$ cat src/rtl/serial_adder.sv
// Bit-serial adder: one full-adder slice plus a registered carry produces a WIDTH-bit
// sum LSB first, then presents {cout, sum} alongside a single-cycle done pulse.

module fulladder (
    input  logic A,
    input  logic B,
    input  logic C,
    output logic sum,
    output logic carry
);
    assign sum   = A ^ B ^ C;
    assign carry = (A & B) | (C & (A ^ B));
endmodule

module serial_adder #(
    parameter int WIDTH = 8
) (
    input  logic             clk,
    input  logic             rst,
    input  logic             start,
    input  logic [WIDTH-1:0] a,
    input  logic [WIDTH-1:0] b,
    input  logic             cin,
    output logic             busy,
    output logic             done,
    output logic [WIDTH-1:0] sum,
    output logic             cout
);

    localparam int CNT_W = $clog2(WIDTH);

    if (WIDTH < 2 || WIDTH > 32) begin : g_bad_width
        $error("serial_adder: WIDTH must be in 2..32");
    end

    typedef enum logic [1:0] {
        S_IDLE  = 2'd0,
        S_SHIFT = 2'd1,
        S_DONE  = 2'd2
    } state_t;

    state_t             state_q, state_d;
    logic [CNT_W-1:0]   cnt_q, cnt_d;
    logic [WIDTH-1:0]   a_sr_q, a_sr_d;
    logic [WIDTH-1:0]   b_sr_q, b_sr_d;
    logic [WIDTH-1:0]   res_sr_q, res_sr_d;
    logic               carry_q, carry_d;
    logic [WIDTH-1:0]   sum_q, sum_d;
    logic               cout_q, cout_d;

    logic               fa_sum;
    logic               fa_carry;
    logic               accept;
    logic               last_bit;

    fulladder u_fa (
        .A     (a_sr_q[0]),
        .B     (b_sr_q[0]),
        .C     (carry_q),
        .sum   (fa_sum),
        .carry (fa_carry)
    );

    // A new operation can be taken in IDLE or in the DONE cycle (back-to-back).
    assign accept   = start && ((state_q == S_IDLE) || (state_q == S_DONE));
    assign last_bit = (cnt_q == CNT_W'(WIDTH - 1));

    // ---------------- state register ----------------
    always_ff @(posedge clk) begin
        if (rst) begin
            state_q <= S_IDLE;
        end else begin
            state_q <= state_d;
        end
    end

    // ---------------- next-state logic ----------------
    always_comb begin
        state_d = state_q;
        unique case (state_q)
            S_IDLE:  if (accept) state_d = S_SHIFT;
            S_SHIFT: if (last_bit) state_d = S_DONE;
            S_DONE:  state_d = accept ? S_SHIFT : S_IDLE;
            default: state_d = S_IDLE;
        endcase
    end

    // ---------------- outputs ----------------
    always_comb begin
        busy = (state_q == S_SHIFT);
        done = (state_q == S_DONE);
        sum  = sum_q;
        cout = cout_q;
    end

    // ---------------- datapath next-state ----------------
    always_comb begin
        cnt_d    = cnt_q;
        a_sr_d   = a_sr_q;
        b_sr_d   = b_sr_q;
        res_sr_d = res_sr_q;
        carry_d  = carry_q;
        sum_d    = sum_q;
        cout_d   = cout_q;

        if (accept) begin
            cnt_d   = '0;
            a_sr_d  = a;
            b_sr_d  = b;
            carry_d = cin;
        end else if (state_q == S_SHIFT) begin
            a_sr_d   = a_sr_q >> 1;
            b_sr_d   = b_sr_q >> 1;
            // New bit enters at the MSB; the oldest LSB falls off the bottom.
            res_sr_d = WIDTH'({fa_sum, res_sr_q} >> 1);
            carry_d  = fa_carry;
            cnt_d    = cnt_q + 1'b1;
            if (last_bit) begin
                sum_d  = res_sr_d;
                cout_d = fa_carry;
            end
        end
    end

    // ---------------- datapath registers ----------------
    always_ff @(posedge clk) begin
        if (rst) begin
            cnt_q    <= '0;
            a_sr_q   <= '0;
            b_sr_q   <= '0;
            res_sr_q <= '0;
            carry_q  <= 1'b0;
            sum_q    <= '0;
            cout_q   <= 1'b0;
        end else begin
            cnt_q    <= cnt_d;
            a_sr_q   <= a_sr_d;
            b_sr_q   <= b_sr_d;
            res_sr_q <= res_sr_d;
            carry_q  <= carry_d;
            sum_q    <= sum_d;
            cout_q   <= cout_d;
        end
    end

endmodule

$ cat config.mk
export PLATFORM = sky130hd
export DESIGN_NAME = serial_adder
export DESIGN_NICKNAME = d
export VERILOG_FILES = /design/src/rtl/serial_adder.sv
export SDC_FILE = /design/constraint.sdc
export NUM_CORES = 1
export LEC_CHECK = 0
export CORE_UTILIZATION = 40
export CTS_BUF_LIST = sky130_fd_sc_hd__clkbuf_8
export DETAILED_ROUTE_END_ITERATION = 16
export SETUP_SLACK_MARGIN = 0.2
export SYNTH_ARGS = -nofsm -noshare
export SYNTH_HDL_FRONTEND = slang
export SYNTH_SLANG_ARGS = --single-unit
$ cat constraint.sdc
create_clock -name clk -period 1.6 [get_ports clk]
set_clock_uncertainty 0.15 [all_clocks]
set_input_delay 0.4 -clock clk [delete_from_list [all_inputs] [get_ports clk]]
set_output_delay 0.4 -clock clk [all_outputs]
set_load 0.03 [all_outputs]
==> results by group, run 1 <==
Outcome
  – Status: finished clean

STA
  – Sum Neg Setup Slack: 0 ns
  – Final setup fails: 0
  – Worst-Margin Slew: 0.258 ns
  – Tcrit/Tclk final: 0.975
  – WHS: 0.311 ns
  – Fmax: 0.641 GHz
  – Max-slew headroom: 0.827
  – Crit path time final: 1.56 ns
  – RSZ-0062 raised after global routing: true
  – Final max-slew violation count: 0
  – Endpoints failing hold: 0

Setup path
  – Slowest CP cell: dfxtp_4
  – Most used cell, CP: buf_6
  – Reg2Reg Setup Slack: 0.09 ns
  – Crit path launch: state_q[0]
  – Startpoint types: flip-flop
  – Reg2reg start: state_q[0]
  – Crit-path leading delay family: flip-flops
  – Max FO, Critical Path: 2
  – Slowest stage delay, CP: 0.36 ns
  – Reg2Reg Depth: 6
  – CP Cell Sequence: buf_6, nor2b_4, buf_6
  – CP Class: reg -> out
  – Buffer and inverter count on the worst path: 2
  – Worst setup EP type: output port
  – CP Data Required Time: 1.05 ns
  – Crit path depth: 3
  – CP arrival: 1.01 ns
  – Reg2Reg Capture Point: a_sr_q[4]

Cells and area
  – Area grow syn2layout: 63.3%
  – Antenna diodes: 0
  – Fraction of layout cells with a size suffix above 1: 0.448
  – Commonest non-fill, non-tap cells in the layout: nand2_1, dfxtp_1, clkdlybuf4s50_1
  – Fin cells: 269
  – Final Cell Area: 0.00250 mm2
  – Final #Nets: 244
  – Filler cells: 284

Logic synthesis
  – Synthesized Nets: 200
  – Sequential area share after synthesis: 0.496
  – Mean Syn Cell Area: 8.66 um2
  – Yosys cell types: 25
  – Post-Syn Area: 0.00153 mm2
  – Cells after synthesis: 177
  – Synth Register Bits: 38
  – Synth warn: 0

Place
  – Count of input and output buffers: 30
  – Dpl cells: 248
  – DPL Wire Length: 2.04 mm
  – DP Area: 0.00187 mm2
  – Final GP Congestion: 0.704

Floorplan
  – Num rows: 22
  – Die Area: 0.00408 mm2
  – I/O pins: 31
  – Die X: 63.9 um
  – Core Area: 0.00366 mm2
  – Die Height: 63.9 um
  – Initial Utilization: 0.419

Route
  – Vias per cell: 5.35
  – Drt wl/cell: 15.3 um
  – Detail Route Antenna Nets: 0
  – Number of remaining DRC errors: 0
  – 1st-iter DRT viols: 33
  – Wirelength, routed: 4.10 mm
  – DR pass1 iterations: 4
  – Via Count: 1440

Power
  – Leak pwr: 0.884 nW
  – Worst ir drop on vdd: 0.561 mV
  – Overall power: 0.00209 W
  – P per Cell Area: 835 mW/mm2

Flow run
  – Max-Cap Viols: 0

Clock network
  – H-tree depth: 2
  – Root Buffer: clkbuf_8
  – Clk buf depth: 2
  – CTS tree: yes
  – CTS buffer count: 5
  – Worst skew pair latency: 0.29 ns
  – Clk slew on worst S/H paths: 0.07 ns
  – Sink Count: 38

Hold path
  – Hold Path End: res_sr_q[1]
  – Hold Startpoint: res_sr_q[1]
  – Hold Path Class: reg -> reg
  – Hold path depth: 2

Global routing
  – Largest net degree at the start of global routing: 39
  – Total track usage: 0.202
  – Initial antenna violation count: 0
  – GRT overflow: 0
  – Number of global-route vias before repair: 1319
  – First-pass GRT wire length: 6.13 mm
## layer usage
layer	vias to the layer above	GRT usage	wire [um]
met1	696	0.249	1810
met2	35	0.319	2060
met5	-	0	0
li1	702	-	-
met4	0	0.0881	53
met3	7	0.0643	179
## report_power, final
part	leakage [nW]	internal (W)	switching (W)	total (W)
combinational	0.527	0.000234	0.000202	0.000436
clock	0.0438	0.000292	0.000332	0.000625
sequential	0.314	0.000992	0.0000380	0.00103
## sequential cells by signal (all words and copies together), names as in the netlist
name / cells
carry_q: 1
res_sr_q: 7
a_sr_q: 8
sum: 8
b_sr_q: 8
cout: 1
state_q: 2
cnt_q: 3
## cells in the mapped netlist (all sizes together)
library cell	instances	area, um2
and2b	1	7.51
clkinv	1	8.76
a311oi	8	82.6
mux2i	3	30.0
o22ai	5	31.3
dfxtp	38	761
fa	1	20.0
nand3	12	60.1
a21oi	19	95.1
clkbuf	4	15.0
buf	11	81.3
ha	2	25.0
o21a	1	7.51
nor2b	1	6.26
nand2	40	150
nor2	10	37.5
nand2b	2	12.5
nor3	14	70.1
nand3b	1	7.51
xnor2	1	8.76
a22oi	2	15.0
## cells by family (layout without fill, tap and decap cells)
kind of cell | after synthesis | after routing | synth area share
AO/OA/AOI/OAI | 35 | 35 | 0.151
XOR/XNOR | 1 | 1 | 0.00572
adder cells (fa/ha/maj) | 3 | 3 | 0.0294
buffers and inverters | 16 | 60 | 0.0686
flip-flops | 38 | 38 | 0.496
multiplexers | 3 | 3 | 0.0196
AND/OR/NAND/NOR | 81 | 81 | 0.229
## worst max-delay path by stage
| stage | to | slack (ns) |
|---|---|---|
| global placement | a_sr_q[3] | -0.05 |
| detailed placement | a_sr_q[3] | -0.11 |
| global route | a_sr_q[4] | 0.01 |
| floorplan | busy | 0.24 |
| CTS | done | 0.05 |
| finish | done | 0.04 |
## worst min-delay path: cells and delay by family, from the launching register on
kind | cells | cell delay [ns]
flip-flops | 1 | 0.31
AO/OA/AOI/OAI | 1 | 0.06
AND/OR/NAND/NOR | 1 | 0.05
## area by class of cell
| type | count | area [um2] | area share |
|---|---|---|---|
| timing repair buffer | 51 | 597 | 0.238 |
| clock inverter | 2 | 10.0 | 0.00400 |
| inverter | 1 | 8.76 | 0.00350 |
| tap | 48 | 60.1 | 0.0240 |
| multi-input combinational | 123 | 982 | 0.392 |
| timing repair inverter | 1 | 5.00 | 0.00200 |
| sequential | 38 | 772 | 0.308 |
| clock buffer | 5 | 68.8 | 0.0275 |
## metrics by stage
stage	setup WS [ns]	utilization
finish	0.0404	0.684
floorplan	0.239	-
detailed placement	-0.108	0.512
global placement	-0.0504	0.512
CTS	0.0523	0.578
global route	0.0128	0.684
## what timing repair did
item,4_1_cts,5_1_grt
gates resized for setup,55,84
hold buffers,0,0
endpoints found under the hold margin,0,0
gates cloned,4,1
endpoints found under the setup margin,23,40
pin swaps,5,32
buffers inserted,4,5
No activity file was read; power rests on OpenSTA's default activity.
==> run 2, diff against run 1 <==
MAX_ROUTING_LAYER = met4   (was default)
==> run 2 against run 1 <==
Maximum frequency grew 0.15%. Cell area rose by 0.30%. Flip-flop and latch count unchanged.
==> results by group, run 2 (synthesized netlist as in run 1, its figures left out) <==
Route
  – Vias per cell: 5.40
  – 1st-iter DRT viols: 59
  – Drt wl/cell: 15.2 um
  – DR pass1 iterations: 5
  – Number of remaining DRC errors: 0
  – Detail Route Antenna Nets: 0
  – Via Count: 1457
  – Wirelength, routed: 4.10 mm

Outcome
  – Status: finished clean

Place
  – Dpl cells: 248
  – DPL Wire Length: 2.04 mm
  – Final GP Congestion: 0.712
  – Pre-CTS setup slack: -0.108 ns
  – Count of input and output buffers: 30

Power
  – P per Cell Area: 835 mW/mm2
  – Leak pwr: 0.890 nW
  – Overall power: 0.00210 W
  – P_int: 0.00152 W
  – Register share of total power: 0.491
  – Worst ir drop on vdd: 0.561 mV
  – Logic pwr share: 0.208
  – Clock share of power: 0.301
  – Switching power: 0.000577 W
  – Sw frac: 0.275

Cells and area
  – Commonest non-fill, non-tap cells in the layout: nand2_1, dfxtp_1, clkdlybuf4s50_1
  – Antenna diodes: 0
  – Final #Nets: 245
  – Fin cells: 270
  – Area grow syn2layout: 63.8%
  – Filler cells: 282
  – Fraction of layout cells with a size suffix above 1: 0.450

STA
  – Fmax: 0.642 GHz
  – Final setup fails: 0
  – Sum Neg Setup Slack: 0 ns
  – Tcrit/Tclk final: 0.973
  – Endpoints failing hold: 0
  – Setup ws final: 0.0427 ns
  – Worst-Margin Slew: 0.259 ns
  – Crit path time final: 1.56 ns
  – Max-slew headroom: 0.827
  – WHS: 0.313 ns
  – Final max-slew violation count: 0
  – RSZ-0062 raised after global routing: true

Setup path
  – CP Data Required Time: 1.05 ns
  – Crit-path leading delay family: flip-flops
  – CP Class: reg -> out
  – Buffer and inverter count on the worst path: 2
  – Worst setup EP type: output port
  – CP arrival: 1.01 ns
  – Max FO, Critical Path: 2
  – Slowest stage delay, CP: 0.36 ns
  – CP Cell Sequence: buf_6, nor2b_4, buf_6
  – Most used cell, CP: buf_6
  – Slowest CP cell: dfxtp_4
  – Startpoint types: flip-flop

Global routing
  – GRT overflow: 0
  – Number of global-route vias before repair: 1314
  – First-pass GRT wire length: 6.16 mm
  – Initial antenna violation count: 0
  – Total track usage: 0.208
  – Largest net degree at the start of global routing: 39

Clock network
  – CTS tree: yes
  – Clk slew on worst S/H paths: 0.07 ns
  – Worst skew pair latency: 0.29 ns
  – Clk buf depth: 2
  – Sink Count: 38
  – H-tree depth: 2
  – Root Buffer: clkbuf_8
  – CTS buffer count: 5

Hold path
  – Hold Path Class: reg -> reg

Floorplan
  – Die Height: 63.9 um
  – Die Area: 0.00408 mm2
  – Core Area: 0.00366 mm2
  – Num rows: 22
  – Die X: 63.9 um
  – I/O pins: 31
  – Initial Utilization: 0.419

Flow run
  – Max-Cap Viols: 0
## run 2: changes by cell type in the layout (fill, tap and decap cells not counted), sizes merged
cell / change
buf: +1
## run 2: worst reg2reg max path, cell delays in order (launching register included)
cell and delay (ns):
dfxtp_4 0.36, buf_6 0.12, buf_4 0.13, nand2b_4 0.18, buf_12 0.14, buf_16 0.13
a311oi_2 0.21
## run 2: area by class of cell
type	instances	area [um2]	area share
clock inverter	2	10.0	0.00399
sequential	38	772	0.307
multi-input combinational	123	982	0.391
inverter	1	8.76	0.00349
clock buffer	5	68.8	0.0274
tap	48	60.1	0.0239
timing repair inverter	1	5.00	0.00199
timing repair buffer	52	604	0.241
## run 2: final timing paths
check | startpoint | end | slack, ns | cells after the start
hold / removal | cout | cout | 0.31 | 2
hold reg to reg | cout | cout | 0.31 | 2
setup / recovery | state_q[0] | done | 0.04 | 3
setup reg to reg | state_q[0] | a_sr_q[4] | 0.09 | 6
## run 2: power by group through the flow
stage	Clock, W	Sequential [W]	Combinational (W)
2_1_floorplan	0	0.00103	0.000174
3_3_place_gp	0	0.00104	0.000252
3_5_place_dp	0	0.00104	0.000257
4_1_cts	0.000641	0.00102	0.000333
5_1_grt	0.000682	0.00104	0.000462
6_report	0.000631	0.00103	0.000436
## run 2: metal layers
metal | global-route usage | wire length (um) | up-vias
li1 | - | - | 707
met1 | 0.254 | 1790 | 708
met2 | 0.316 | 2050 | 35
met3 | 0.0643 | 206 | 7
met4 | 0.0881 | 51 | 0
met5 | - | 0 | -
## run 2: stage by stage
step,util,area (um2)
2_1_floorplan,-,1530
3_3_place_gp,0.512,1870
3_5_place_dp,0.512,1870
4_1_cts,0.578,2120
5_1_grt,0.686,2510
6_report,0.686,2510
## run 2: repair_timing
item | in CTS | in global routing
resized for setup | 55 | 84
setup endpoints to repair | 23 | 40
pin swaps | 5 | 32
cloned | 4 | 1
hold buffers | 0 | 0
setup buffers | 4 | 6
